===== src/rtl/tinyalu_requester.sv =====
// rtl/tinyalu_requester.sv - TinyALU initiator: command stream in, start/done handshake, response stream out
module tinyalu_requester #(
  parameter int unsigned TIMEOUT_CYCLES = 16
) (
  input  logic       clk,
  input  logic       reset,
  input  logic       cmd_valid,
  output logic       cmd_ready,
  input  logic [7:0] cmd_a,
  input  logic [7:0] cmd_b,
  input  logic [2:0] cmd_op,
  output logic [7:0] alu_a,
  output logic [7:0] alu_b,
  output logic [2:0] alu_op,
  output logic       alu_start,
  input  logic       alu_done,
  input  logic [8:0] alu_result,
  output logic       rsp_valid,
  input  logic       rsp_ready,
  output logic [8:0] rsp_result,
  output logic [2:0] rsp_op,
  output logic       rsp_timeout,
  output logic [7:0] timeout_count
);

  typedef enum logic [1:0] {
    IDLE = 2'd0,
    REQ  = 2'd1,
    RSP  = 2'd2
  } state_t;

  localparam logic [7:0] TIMEOUT_LIMIT = TIMEOUT_CYCLES[7:0];
  localparam logic [2:0] OP_NOP        = 3'b000;

  state_t     state_q;
  logic [7:0] alu_a_q;
  logic [7:0] alu_b_q;
  logic [2:0] alu_op_q;
  logic       alu_start_q;
  logic       rsp_valid_q;
  logic [8:0] rsp_result_q;
  logic [2:0] rsp_op_q;
  logic       rsp_timeout_q;
  logic [7:0] tocnt_q;
  logic [7:0] tocnt_d;
  logic [7:0] wait_q;
  logic [7:0] wait_d;
  logic       timeout_hit;

  // Wait-counter increment, timeout detection and saturating timeout tally
  always_comb begin
    wait_d      = wait_q + 8'd1;
    timeout_hit = (wait_d == TIMEOUT_LIMIT);
    tocnt_d     = (tocnt_q == 8'hFF) ? tocnt_q : tocnt_q + 8'd1;
  end

  // Request FSM: one outstanding command, start held until done/no_op/timeout
  always_ff @(posedge clk) begin
    if (reset) begin
      state_q       <= IDLE;
      alu_a_q       <= 8'd0;
      alu_b_q       <= 8'd0;
      alu_op_q      <= 3'd0;
      alu_start_q   <= 1'b0;
      rsp_valid_q   <= 1'b0;
      rsp_result_q  <= 9'd0;
      rsp_op_q      <= 3'd0;
      rsp_timeout_q <= 1'b0;
      tocnt_q       <= 8'd0;
      wait_q        <= 8'd0;
    end else begin
      case (state_q)
        IDLE: begin
          if (cmd_valid) begin
            alu_a_q     <= cmd_a;
            alu_b_q     <= cmd_b;
            alu_op_q    <= cmd_op;
            alu_start_q <= 1'b1;
            wait_q      <= 8'd0;
            state_q     <= REQ;
          end
        end
        REQ: begin
          wait_q <= wait_d;
          if (alu_op_q == OP_NOP) begin
            // no_op never raises done; finish after a single start cycle
            rsp_result_q  <= 9'd0;
            rsp_timeout_q <= 1'b0;
            rsp_op_q      <= alu_op_q;
            alu_start_q   <= 1'b0;
            rsp_valid_q   <= 1'b1;
            state_q       <= RSP;
          end else if (alu_done) begin
            // done takes priority over a timeout landing on the same cycle
            rsp_result_q  <= alu_result;
            rsp_timeout_q <= 1'b0;
            rsp_op_q      <= alu_op_q;
            alu_start_q   <= 1'b0;
            rsp_valid_q   <= 1'b1;
            state_q       <= RSP;
          end else if (timeout_hit) begin
            rsp_result_q  <= 9'd0;
            rsp_timeout_q <= 1'b1;
            rsp_op_q      <= alu_op_q;
            tocnt_q       <= tocnt_d;
            alu_start_q   <= 1'b0;
            rsp_valid_q   <= 1'b1;
            state_q       <= RSP;
          end
        end
        RSP: begin
          if (rsp_ready) begin
            rsp_valid_q <= 1'b0;
            state_q     <= IDLE;
          end
        end
        default: begin
          alu_start_q <= 1'b0;
          rsp_valid_q <= 1'b0;
          state_q     <= IDLE;
        end
      endcase
    end
  end

  assign cmd_ready     = (state_q == IDLE);
  assign alu_a         = alu_a_q;
  assign alu_b         = alu_b_q;
  assign alu_op        = alu_op_q;
  assign alu_start     = alu_start_q;
  assign rsp_valid     = rsp_valid_q;
  assign rsp_result    = rsp_result_q;
  assign rsp_op        = rsp_op_q;
  assign rsp_timeout   = rsp_timeout_q;
  assign timeout_count = tocnt_q;

endmodule


===== config.mk =====
export PLATFORM = sky130hd
export DESIGN_NAME = tinyalu_requester
export DESIGN_NICKNAME = d
export VERILOG_FILES = /design/src/rtl/tinyalu_requester.sv
export SDC_FILE = /design/constraint.sdc
export NUM_CORES = 1
export LEC_CHECK = 0
export ABC_AREA = 1
export CORE_ASPECT_RATIO = 1.5
export CORE_MARGIN = 4
export CORE_UTILIZATION = 45
export CTS_CLUSTER_SIZE = 20
export DETAILED_ROUTE_END_ITERATION = 10
export DONT_BUFFER_PORTS = 1
export GPL_ROUTABILITY_DRIVEN = 0
export GPL_TIMING_DRIVEN = 1
export HOLD_SLACK_MARGIN = 0.15
export MAX_ROUTING_LAYER = met4
export PLACE_DENSITY = 0.71
export SLEW_MARGIN = 20
export SYNTH_ARGS = -nofsm -noshare
export SYNTH_HDL_FRONTEND = slang
export SYNTH_SLANG_ARGS = --single-unit

===== constraint.sdc =====
create_clock -name clk -period 2.2 [get_ports clk]
set_input_delay 0.44 -clock clk [delete_from_list [all_inputs] [get_ports clk]]
set_output_delay 0.44 -clock clk [all_outputs]
set_load 0.03 [all_outputs]

# Word level (Yosys, flattened, before mapping)

Cells that the tools add are included.

Flip-flop bits (word level): 52
Output and inout bits: 43
Word-level logic and storage cells: 62

Add/sub/neg operators: 2
Equal/unequal tests: 7
Mux-type cells: 26
Bitwise gates (word level): 5
Reductions and logical operators: 11

Operator list:

| cell                                                | count |
|---|---|
| 2-to-1 mux 9 bit                                    | 3 |
| adder 8 x 1 -> 8 bit, second input constant         | 2 |
| one-hot mux 8 bit (2 select lines)                  | 1 |
| 2-to-1 mux 1 bit                                    | 10 |
| 2-to-1 mux 2 bit                                    | 5 |
| 2-to-1 mux 3 bit                                    | 3 |
| AND reduction 3 bit                                 | 3 |
| equality test 8 x 5 -> 1 bit, second input constant | 1 |
| equality test 8 bit, second input constant          | 1 |
| 2-to-1 mux 8 bit                                    | 1 |
| one-hot mux 1 bit (3 select lines)                  | 2 |
| one-hot mux 2 bit (3 select lines)                  | 1 |
| AND reduction 2 bit                                 | 3 |
| inverter 1 bit                                      | 5 |
| AND reduction 5 bit                                 | 1 |
| != test 2 bit, second input constant                | 2 |
| != test 4 bit, second input constant                | 1 |
| logical NOT 3 bit                                   | 1 |
| nonzero test 3 bit                                  | 1 |
| equality test 2 x 1 -> 1 bit, second input constant | 1 |
| equality test 2 bit, second input constant          | 1 |
| logical NOT 2 bit                                   | 1 |
| nonzero test 2 bit                                  | 1 |

# Logic depth before layout (Yosys ltp)

Gate-level depths: netlist (run 1).

Word-level depth: 6
Gate-level depth with buffers: 14

# Worst setup path before layout (run 1)

No wires, ideal clock.

Path type: register -> register
From: register state_q[1]
To: register alu_op_q[0] (netlist: alu_op[0])
Setup time: 64 ps
Arrival: 1,696 ps
Required time: 2,136 ps
Slack: 439 ps
Cell stages (with the launch flop): 8
Path buffers: 2
Clock period less this slack: 1,761 ps
Cell sequence: dfxtp_1 nor2_1 nand2_1 inv_1 buf_2 buf_1 nor2_1 nor2_1

Cells in the longest elaborated chain, start to end: 2

Ends and longest elaborated chain:

| what                          | RTL line | RTL |
|---|---|---|
| from (decl)                   | 35       | `state_t state_q;` |
| from (signal assigned)        | 60       | `state_q <= IDLE;` |
| from (signal assigned)        | 80       | `state_q <= REQ;` |
| from (signal assigned)        | 92       | `state_q <= RSP;` |
| logical NOT 2 bit             | -        |  |
| via cmd_ready                 | 8        | `output logic cmd_ready,` |
| AND reduction 2 bit (no line) | -        |  |
| to (signal assigned)          | 77       | `alu_op_q <= cmd_op;` |
| to (decl)                     | 38       | `logic [2:0] alu_op_q;` |

The timed path passes the listed nets, and every way through them passes these cells.
A chain may end at the register's enable or synchronous reset.

# Worst setup path in the final report (run 1)

From: register wait_q[0]
To: register rsp_result_q[1] (netlist: rsp_result[1])

Cells in the longest elaborated chain, start to end: 4

Ends and longest elaborated chain:

| what                          | RTL line | RTL |
|---|---|---|
| from (decl)                   | 46       | `logic [7:0] wait_q;` |
| from (signal assigned)        | 84       | `wait_q <= wait_d;` |
| adder 8 x 1 -> 8 bit          | 52       | `wait_d = wait_q + 8'd1;` |
| equality test 8 x 5 -> 1 bit  | 53       | `timeout_hit = (wait_d == TIMEOUT_LIMIT);` |
| nonzero test 3 bit (no line)  | -        |  |
| AND reduction 2 bit (no line) | -        |  |
| to (signal assigned)          | 95       | `rsp_result_q <= alu_result;` |
| to (decl)                     | 41       | `logic [8:0] rsp_result_q;` |

No other way between the ends.

==> results.cfg, run 1 <==
[outcome]
outcome = complete, no violations

[power_and_ir_drop]
power_leakage_nw = 0.9847
power_density_mw_per_mm2 = 743.0
vdd_drop_max_v = 0.0004120

[routing]
initialDrtViolationCount = 47
drt_wl_total_um = 5238
wl_per_cell_um = 13.50
ant_nets = 0
drc = 0
firstDrtPassIters = 4
viasPerCell = 5.085
num_vias = 1973

[floorplanning]
dieArea_mm2 = 0.006354
die_x_um = 66.43
dieHeight_um = 95.65
core_area_mm2 = 0.004887
start_util_pct = 47.16
pin_count = 76
num_rows = 31

[place]
hpwl_um = 3923
numPortBuffers = 0
dpl-instance-area_mm2 = 0.002411
dp_slack_ns = 0.3259

[sta]
maxSlewViolCount = 0
worstMarginPinSlew_ns = 0.5956
max_freq_ghz = 0.5309
slew-limit-headroom_pct = 60.25
fin_setup_tns_ns = 0
min_period_over_period_pct = 85.62
fin_skew_ns = 0.004557
rsz0062_at_grt = false
period_minus_slack_ns = 1.884
hold_violations = 0
setup-violations-final = 0
layout_setup_ws_ns = 0.3163

[synthesis]
yosysSeqAreaShare_pct = 45.17
synth_top_family_by_area = simple AND/OR/NAND/NOR gates
yosys_warnings = 0
synth-simple-area-share_pct = 33.50
netlist_instances = 315
synthXorXnorAreaFrac_pct = 1.140
ys_ff_latch = 52
ys_types = 28
synth.cell_area_mm2 = 0.002305
synth.area.top_cells = dfxtp_1 45%, nor2_1 9.8%, nand2_1 8.6%
synth_area_per_cell_um2 = 7.317
synth_compound_area_share_pct = 12.49
synth_adder_area_share_pct = 1.086
synth_mux_area_share_pct = 0
yosysTopAreaCell = dfxtp_1
synth.top_cell.area_share_pct = 45.17
synth_nets = 350

[cells_and_area]
drive_above_1_share_pct = 10.87
final_cell_mix = 60 x nor2_1, 53 x nand2_1, 52 x dfxtp_1
final_util_pct = 51.23
fin_area_mm2 = 0.002504
syn_to_final_growth_pct = 8.632
layout_commonest_cell = nor2_1
nets = 356
n_antenna_cell = 0

[critical_path]
critPathMaxStageDelay_ns = 0.42
critPathBufInv = 0
worstSetupEndpointType = register
crit_type = reg2reg
worstPathArrival_ns = 2.14
crit_slowest_cell = dfxtp_1
timing.critical_path.mode_cell = nand2_4
crit_family = simple AND/OR/NAND/NOR gates
cp_max_fo = 23
crit_path_cell_trace = ha_1, nand3_1, xor2_1, nor2_4, nand3_4, nand2_4, nand2_4, nand2_1, o21ai_1, and2_1
cp-start-kind = register
cp.required_ns = 2.45

[global_route]
grt_pass1_wl_um = 8694
track_usage_pct = 18.16
grt_pass1_vias = 1891
use_met3_pct = 5.425
grt_max_degree = 25
overflow = 0
antenna_found_initial = 0
met1_usage_pct = 19.50
met2_usage_pct = 30.90
top_usage_layer = met2

[run]
cap_violations = 0

[cts]
cts_made_buffers = 5
cts_resized = 0
cts_tree = done
h-tree-depth = 2
cts_sinks = 52
post-cts-setup-buffer-count = 0
holdBufCountCts = 0
clockRootBuffer = clkbuf_8
clockBufferDepth = 2
clk_pin_slew_ns = 0.09
clkLatencyLatePin_ns = 0.30

[worst_hold_path]
holdCritPathClass = in2reg
final timing paths:
kind,start,to,slack (ns),depth (start not counted)
setup reg to reg,wait_q[0],rsp_result[1],0.32,10
hold reg to reg,wait_q[5],wait_q[5],0.48,2
hold / removal,reset,wait_q[5],0.19,1
setup / recovery,wait_q[0],rsp_result[1],0.32,10
routing by layer:
metal	vias up	routed length, um
met4	0	112
met2	53	2683
met3	9	368
met5	-	0
li1	1025	-
met1	886	2073
cell type report:
cell class	count	area, um^2
fill	498	2384
multi-input combinational	227	1111
timing repair buffer	12	90.09
tap	66	82.58
sequential	52	1041
clock inverter	2	10.01
inverter	23	86.33
clock buffer	6	82.58
worst register-to-register path, stage by stage (launching register included):
cell     delay [ns]
dfxtp_1        0.42
ha_1           0.21
nand3_1        0.11
xor2_1         0.33
nor2_4         0.09
nand3_4        0.11
nand2_4        0.07
nand2_4        0.20
nand2_1        0.08
o21ai_1        0.08
and2_1         0.13
cell families after synthesis:
kind of cell | Yosys count
compound gates | 57
xor+xnor | 3
fa+ha+maj | 2
buf+inv | 36
flops | 52
simple gates | 165
report_power, final:
part / internal [mW] / leakage, nW / switching [mW]
clock: 0.252 / 0.0510 / 0.310
combinational: 0.0646 / 0.509 / 0.138
sequential: 0.988 / 0.424 / 0.108
total: 1.30 / 0.985 / 0.556
cells in the mapped netlist (all sizes together):
cell and count:
o21ai 34, nor3 2, or2 1, nor2 65, xor2 2, o21bai 1
ha 2, buf 5, dfxtp 52, and2 9, inv 23, nand2 58
clkbuf 8, nand4 4, a21oi 22, nand3 26, xnor2 1
registers in the layout, indices dropped and copies added (netlist names):
| register | count |
|---|---|
| rsp_valid | 1 |
| timeout_count | 8 |
| rsp_op | 3 |
| alu_op | 3 |
| rsp_result | 9 |
| rsp_timeout | 1 |
| wait_q | 8 |
| alu_start | 1 |
| alu_a | 8 |
| alu_b | 8 |
| state_q | 2 |
stage by stage:
stage          power [mW]  instances  hold WS (ns)
2_1_floorplan       1.278        315        0.4553
3_3_place_gp        1.318        380        0.4711
3_5_place_dp        1.324        380        0.4673
4_1_cts             1.876        388        0.1810
5_1_grt             1.951        388        0.1793
6_report            1.860        388        0.1915
Note: power is estimated with default switching activity, not from simulation.
==> inputs of run 2 (changes only) <==
--- a/config.mk
+++ b/config.mk
@@ -9,6 +9,7 @@
 export CORE_ASPECT_RATIO = 1.5
 export CORE_MARGIN = 4
 export CORE_UTILIZATION = 45
+export CTS_BUF_LIST = sky130_fd_sc_hd__clkbuf_8 sky130_fd_sc_hd__clkbuf_16
 export CTS_CLUSTER_SIZE = 20
 export DETAILED_ROUTE_END_ITERATION = 10
 export DONT_BUFFER_PORTS = 1
==> results of run 2 <==
Final layout, timing and power as in run 1 (identical DEF).
